File: config.mk
export PLATFORM = sky130hd
export DESIGN_NAME = button_debouncer
export DESIGN_NICKNAME = d
export VERILOG_FILES = /design/src/rtl/button_debouncer.sv
export SDC_FILE = /design/constraint.sdc
export NUM_CORES = 1
export LEC_CHECK = 0
export CAP_MARGIN = 20
export CORE_UTILIZATION = 57
export CTS_CLUSTER_DIAMETER = 100
export DETAILED_ROUTE_END_ITERATION = 16
export PLACE_DENSITY = 0.81
export SLEW_MARGIN = 10
export SYNTH_ARGS = -nofsm -noshare
export SYNTH_HDL_FRONTEND = slang
export SYNTH_SLANG_ARGS = --single-unit
export TNS_END_PERCENT = 10
File: constraint.sdc
create_clock -name CLK -period 2.66 [get_ports CLK]
set_clock_uncertainty 0.05 [all_clocks]
set_input_delay 0.399 -clock CLK [delete_from_list [all_inputs] [get_ports CLK]]
set_output_delay 0.399 -clock CLK [all_outputs]
set_load 0.05 [all_outputs]
File: src/rtl/button_debouncer.sv
// ---------------------------------------------------------------------------
// button_debouncer
//
// Debounces a raw mechanical push-button. The pin is first brought into the
// CLK domain through a two-flop synchronizer. It is then normalized so that
// 1 means pressed. A four-state FSM accepts a level change only after N
// consecutive stable samples.
//
// Parameters
//   N          : consecutive stable samples needed to accept a change (2..2^24)
//   ACTIVE_LOW : 1 = pin reads 0 while the button is pressed
//
// Ports
//   CLK           : clock, all state updates on the rising edge
//   RSTN          : asynchronous active-low reset
//   SW            : raw asynchronous button pin
//   PRESSED       : debounced level, 1 = pressed (registered)
//   PRESS_PULSE   : one-cycle strobe when a press is accepted
//   RELEASE_PULSE : one-cycle strobe when a release is accepted
//   LED1          : toggles once per accepted press
//   LED2          : complement of LED1
// ---------------------------------------------------------------------------
module button_debouncer #(
  parameter int N          = 120000,
  parameter bit ACTIVE_LOW = 1'b0
) (
  input  logic CLK,
  input  logic RSTN,
  input  logic SW,
  output logic PRESSED,
  output logic PRESS_PULSE,
  output logic RELEASE_PULSE,
  output logic LED1,
  output logic LED2
);

  localparam int            CW       = $clog2(N) + 1;
  localparam logic [CW-1:0] CNT_ONE  = CW'(1);
  localparam logic [CW-1:0] CNT_LAST = CW'(N - 1);

  localparam logic [1:0] ST_UP        = 2'd0;
  localparam logic [1:0] ST_WAIT_DOWN = 2'd1;
  localparam logic [1:0] ST_DOWN      = 2'd2;
  localparam logic [1:0] ST_WAIT_UP   = 2'd3;

  logic          sync_p0;
  logic          sync_p1;
  logic          raw_n;
  logic [1:0]    state;
  logic [1:0]    state_nxt;
  logic [CW-1:0] cnt;
  logic [CW-1:0] cnt_nxt;
  logic          press_evt;
  logic          release_evt;

  // ---- stage p0/p1: two-flop synchronizer --------------------------------
  // The flops reset to the idle pin level, so a reset never fakes a press.
  always_ff @(posedge CLK or negedge RSTN) begin
    if (!RSTN) begin
      sync_p0 <= ACTIVE_LOW;
      sync_p1 <= ACTIVE_LOW;
    end else begin
      sync_p0 <= SW;
      sync_p1 <= sync_p0;
    end
  end

  assign raw_n = sync_p1 ^ ACTIVE_LOW;

  // ---- FSM next-state / stability counter ---------------------------------
  // The first differing sample loads the counter with 1. The N-th
  // consecutive sample (counter == N-1) commits the change. Any sample that
  // agrees with the stable level abandons the partial count. The counter
  // therefore never exceeds N-1.
  always_comb begin
    state_nxt   = state;
    cnt_nxt     = cnt;
    press_evt   = 1'b0;
    release_evt = 1'b0;
    case (state)
      ST_UP: begin
        if (raw_n) begin
          state_nxt = ST_WAIT_DOWN;
          cnt_nxt   = CNT_ONE;
        end
      end
      ST_WAIT_DOWN: begin
        if (!raw_n) begin
          state_nxt = ST_UP;
          cnt_nxt   = '0;
        end else if (cnt == CNT_LAST) begin
          state_nxt = ST_DOWN;
          cnt_nxt   = '0;
          press_evt = 1'b1;
        end else begin
          cnt_nxt = cnt + CNT_ONE;
        end
      end
      ST_DOWN: begin
        if (!raw_n) begin
          state_nxt = ST_WAIT_UP;
          cnt_nxt   = CNT_ONE;
        end
      end
      ST_WAIT_UP: begin
        if (raw_n) begin
          state_nxt = ST_DOWN;
          cnt_nxt   = '0;
        end else if (cnt == CNT_LAST) begin
          state_nxt   = ST_UP;
          cnt_nxt     = '0;
          release_evt = 1'b1;
        end else begin
          cnt_nxt = cnt + CNT_ONE;
        end
      end
      default: begin
        state_nxt = ST_UP;
        cnt_nxt   = '0;
      end
    endcase
  end

  // ---- stage p2: FSM state and registered outputs -------------------------
  // PRESSED, both strobes and LED1 all update on the edge that commits a
  // transition, so they switch in the same cycle and never glitch.
  always_ff @(posedge CLK or negedge RSTN) begin
    if (!RSTN) begin
      state         <= ST_UP;
      cnt           <= '0;
      PRESSED       <= 1'b0;
      PRESS_PULSE   <= 1'b0;
      RELEASE_PULSE <= 1'b0;
      LED1          <= 1'b0;
    end else begin
      state         <= state_nxt;
      cnt           <= cnt_nxt;
      PRESS_PULSE   <= press_evt;
      RELEASE_PULSE <= release_evt;
      if (press_evt) begin
        PRESSED <= 1'b1;
        LED1    <= ~LED1;
      end else if (release_evt) begin
        PRESSED <= 1'b0;
      end
    end
  end

  assign LED2 = ~LED1;

endmodule

Word level (Yosys, flattened, before mapping)
Index checks and enable logic that the tools add are counted.
Storage, ports and cells
  bits of input ports: 3
  register bits: 26
  output and inout port bits: 5
Cells by class
  reduce and logical (&&, ||, !) cells: 4
  muxes and demuxes: 20
  equal/unequal tests: 8
  bitwise logic cells: 1
  add/sub/neg operators: 1
Operator list (count)
  $mux W18: 5
  $pmux W18 S4: 1
  $add A18 B1 Y18 const B: 1
  $eq A18 B17 Y1 const B: 1
  $mux W2: 6
  $pmux W2 S4: 1
  $mux W1: 7
  $ne A3 B3 Y1 const B: 2
  $eq A2 B2 Y1 const B: 2
  $ne A2 B2 Y1 const B: 2
  $reduce_and A4 Y1: 1
  $eq A2 B1 Y1 const B: 1
  $logic_not A2 Y1: 1
  $reduce_and A2 Y1: 1
  $reduce_bool A2 Y1: 1
  $not A1 Y1: 1

Depth between registers and ports, before layout
  depth after elaboration: 6
  mapped depth: 7
  depth with buffers taken out: 6

Worst setup path after synthesis
Ideal clock, no wire load.
  path type: flip-flop to flip-flop
  start: register cnt[11]
  end: register PRESSED
  clock period less this slack: 1.978 ns
  path buffers: 0
  arrival: 1.804 ns
  slack: 0.682 ns
  data required time: 2.486 ns
  stages on the path, launching flop included: 5
  cells stage by stage: dfrtp_1 > or4b_4 > nor4_4 > nand3_1 > a211o_2
On the way
  cells in the longest elaborated chain, start to end: 5
  elaborated cells between the ends (all ways): 8
RTL lines
  start, declared: line 51  | logic [CW-1:0] cnt;
  start signal, assigned: line 137  | cnt <= cnt_nxt;
  $eq A18 B17 Y1 *: line 91, 109
  $mux W1 *: line 91, 109
  $mux W1, on equally long branches: line 88, 106
  $mux W1: line 80  | case (state)
  $mux W1 or $reduce_bool A2 Y1 (tied branches)
  end signal, assigned: line 131  | PRESSED <= 1'b0;
  end signal, assigned: line 141  | PRESSED <= 1'b1;
  end signal, assigned: line 144  | PRESSED <= 1'b0;
  end, declared: line 30  | output logic PRESSED,
Every way passes the cells marked *; elsewhere a longest branch is shown, timed or not.
A chain may end at the register's enable or synchronous reset.

Final worst setup path
  start: register cnt[11]
  end: register cnt[3]
On the way
  cells in the longest elaborated chain, start to end: 4
  elaborated cells between the ends (all ways): 5
RTL lines (line)
  $eq A18 B17 Y1 *: 91, 109
  $mux W18 *: 91, 109
  $mux W18, on equally long branches: 106, 88
  $pmux W18 S4 *: 80
Marked as above.

==> metrics.md <==
| Metric | Value |
|---|---|
| Number of levels in the clock H-tree | 1 |
| Drt first pass iters | 4 |
| Outcome | complete, no violations |
| FF-to-FF path depth | 5 |
| Post-synth top cells | dfrtp_1, nand2_1, nand3_1, o21ai_0, a21oi_1 |
| Post-CTS Setup Bufs | 0 |
| Total Wirelength | 2.55 mm |
| Register-to-register setup slack | 0.50 ns |
| CTS tree | built |
| Syn_area_per_cell | 9.74 µm² |
| Clock Root Buffer | clkbuf_4 |
| Die width | 50.2 µm |
| CTS buffer count | 3 |
| Share of layout cells above drive strength 1 | 0.103 |
| Worst skew pair latency | 0.32 ns |
| Grt total ovfl | 0 |
| Hpwl dp | 1.86 mm |
| Unrepaired setup endpoints after global routing | false |
| Number of synthesized flops with an enable pin | 0 |
| Pleak | 0.608 nW |
| Clock buffer depth | 2 |
| Routability cong. | 0.845 |
| PortBufs | 7 |
| Critical R2R Capture | cnt[3] |
| Worst EP arrival | 2.34 ns |
| Final worst path period share | 0.812 |
| Total Power | 0.00100 W |
| Final Max Slew Viols | 0 |
| Max Cap Violations | 0 |
| Vias in the first global route | 1013 |
| Syn_nets | 140 |
| Max Clk Rate | 463 MHz |
| Most frequent cell after synthesis | dfrtp_1 |
| Syn. warnings | 0 |
| Total Nets Final | 151 |
| Remaining DRCs | 0 |
| Hold Path Depth | 0 |
| Diode count | 0 |
| CTS Hold Buffers Added | 0 |
| Largest net degree at the start of global routing | 27 |
| Hold_sp | sync_p0 |
| Hold endpoint | raw_n |
| FF-to-FF Start | cnt[11] |
| Total clock sinks | 26 |
| Post-synthesis sequential area ratio | 0.491 |
| Die area | 2520 µm² |
| Area after DPL | 1430 µm² |
| CP Class | register to register |
| Final core utilization | 0.668 |
| Worst-Margin Slew | 0.753 ns |
| Synth async-reset ratio | 1.00 |
| CTS-repair resized insts | 0 |
| Routed len/inst | 14.7 µm |
| IO Pins | 8 |
| Req. time, crit path | 2.84 ns |
| Power Density | 686 nW/µm² |
| Finished layout cell area | 1460 µm² |
| Post-DRT Antenna Nets | 0 |
| Die height | 50.2 µm |
| Cells after Synth | 136 |
| Std-Cell Rows | 17 |
| Register bit total from synthesis | 26 |
| Core area | 2190 µm² |
| Synth top area share | 0.491 |
| Setup-failing EPs final | 0 |
| Post-Place Cells | 170 |
| Crit Path Max Fanout | 18 |
| Final hold vios | 0 |
| Iter 0 DRT Violations | 26 |
| Initial antenna violation count | 0 |
| Via Count | 1084 |
| Clock-pin slew on the worst setup and hold paths | 0.14 ns |
| Peak VDD IR | 0.000687 V |
| Crit end category | register |
| Largest area contributor in the netlist | dfrtp_1 |
| Synthesized cell area | 1330 µm² |
| Hold crit path type | register to register |
| Rel. slew slack | 0.498 |
| First-pass GRT wire length | 4.49 mm |
| Post-synth cell types | 38 |
| Via density | 6.23 |
| Layout area overhead | 10.4% |
| Initial Util | 0.605 |
| Fin crit period | 2.16 ns |
| Gr usage total | 0.239 |
| Final TNS setup | 0 ns |
| Ranking of synthesized cells by area | dfrtp_1, nand3_1, nand2_1 |
| Main synth FF type | dfrtp_1 |
| Post-route insts no fill | 174 |
| CP Launch Type | register |
==> worst max-delay path: stages, from the launching register on <==
cell	delay, ns
dfrtp_1	0.44
or4b_4	0.57
nor4_4	0.34
a21oi_2	0.27
a21o_1	0.24
a21o_1	0.16
==> layer usage <==
metal,GRT usage,part of all wire,vias up
li1,-,-,520
met1,0.323,0.48,532
met2,0.364,0.48,28
met3,0.0394,0.034,4
met4,0.129,0.012,0
met5,0,0,-
==> final cells by class <==
class | instances | area [µm²]
Timing Repair Buffer | 9 | 85.1
Multi-Input combinational cell | 101 | 633
Sequential cell | 26 | 651
Inverter | 6 | 22.5
Tap cell | 28 | 35.0
Fill cell | 169 | 728
Clock buffer | 4 | 36.3
==> through the flow <==
step	hold slack, ns	setup slack (ns)
finish	0.343	0.500
global route	0.349	0.311
global placement	0.283	0.559
CTS	0.342	0.505
floorplan	0.0534	0.682
detailed placement	0.311	0.527
==> worst max-delay path by stage <==
stage	from	to	slack, ns	depth (start not counted)
6_report	cnt[11]	cnt[3]	0.50	5
5_1_grt	register	cnt[16]	0.31	5
4_1_cts	cnt[11]	cnt[3]	0.51	5
3_5_place_dp	cnt[11]	cnt[3]	0.53	5
3_3_place_gp	cnt[11]	cnt[3]	0.56	5
2_1_floorplan	cnt[11]	PRESSED	0.68	4
==> state kept, by name (all words and copies together), names as in the netlist, named ones only <==
register and count:
PRESSED 1, RELEASE_PULSE 1, state 1, LED1 1, raw_n 1, PRESS_PULSE 1
cnt 18, sync_p0 1
==> cells by family after synthesis <==
logic type | Yosys count | share of synthesized area
and+or+nand+nor | 65 | 0.280
adders and majority gates | 1 | 0.00944
DFF | 26 | 0.491
AOI/OAI and AO/OA | 30 | 0.152
xor gates and xnor gates | 2 | 0.0132
buffers and inverters | 9 | 0.0312
muxes | 3 | 0.0236
==> power by group <==
| part | internal (W) | total [W] | switching, W |
|---|---|---|---|
| combinational | 0.000123 | 0.000328 | 0.000206 |
| sequential | 0.000429 | 0.000478 | 0.0000494 |
| clock | 0.0000837 | 0.000197 | 0.000113 |
==> cell usage in the layout (no fill, tap or decap), types with 2 or more instances in the layout <==
master,n
a21o_1,2
a21oi_1,7
a22o_1,2
and2_1,2
buf_4,2
clkbuf_4,3
clkdlybuf4s50_1,7
dfrtp_1,26
inv_1,6
mux2i_1,2
nand2_1,18
nand3_1,17
nand4_1,4
nor2_1,5
nor3_1,3
o21ai_0,10
o311ai_0,2
or3_1,6
No activity file was read; power rests on OpenSTA's default activity.
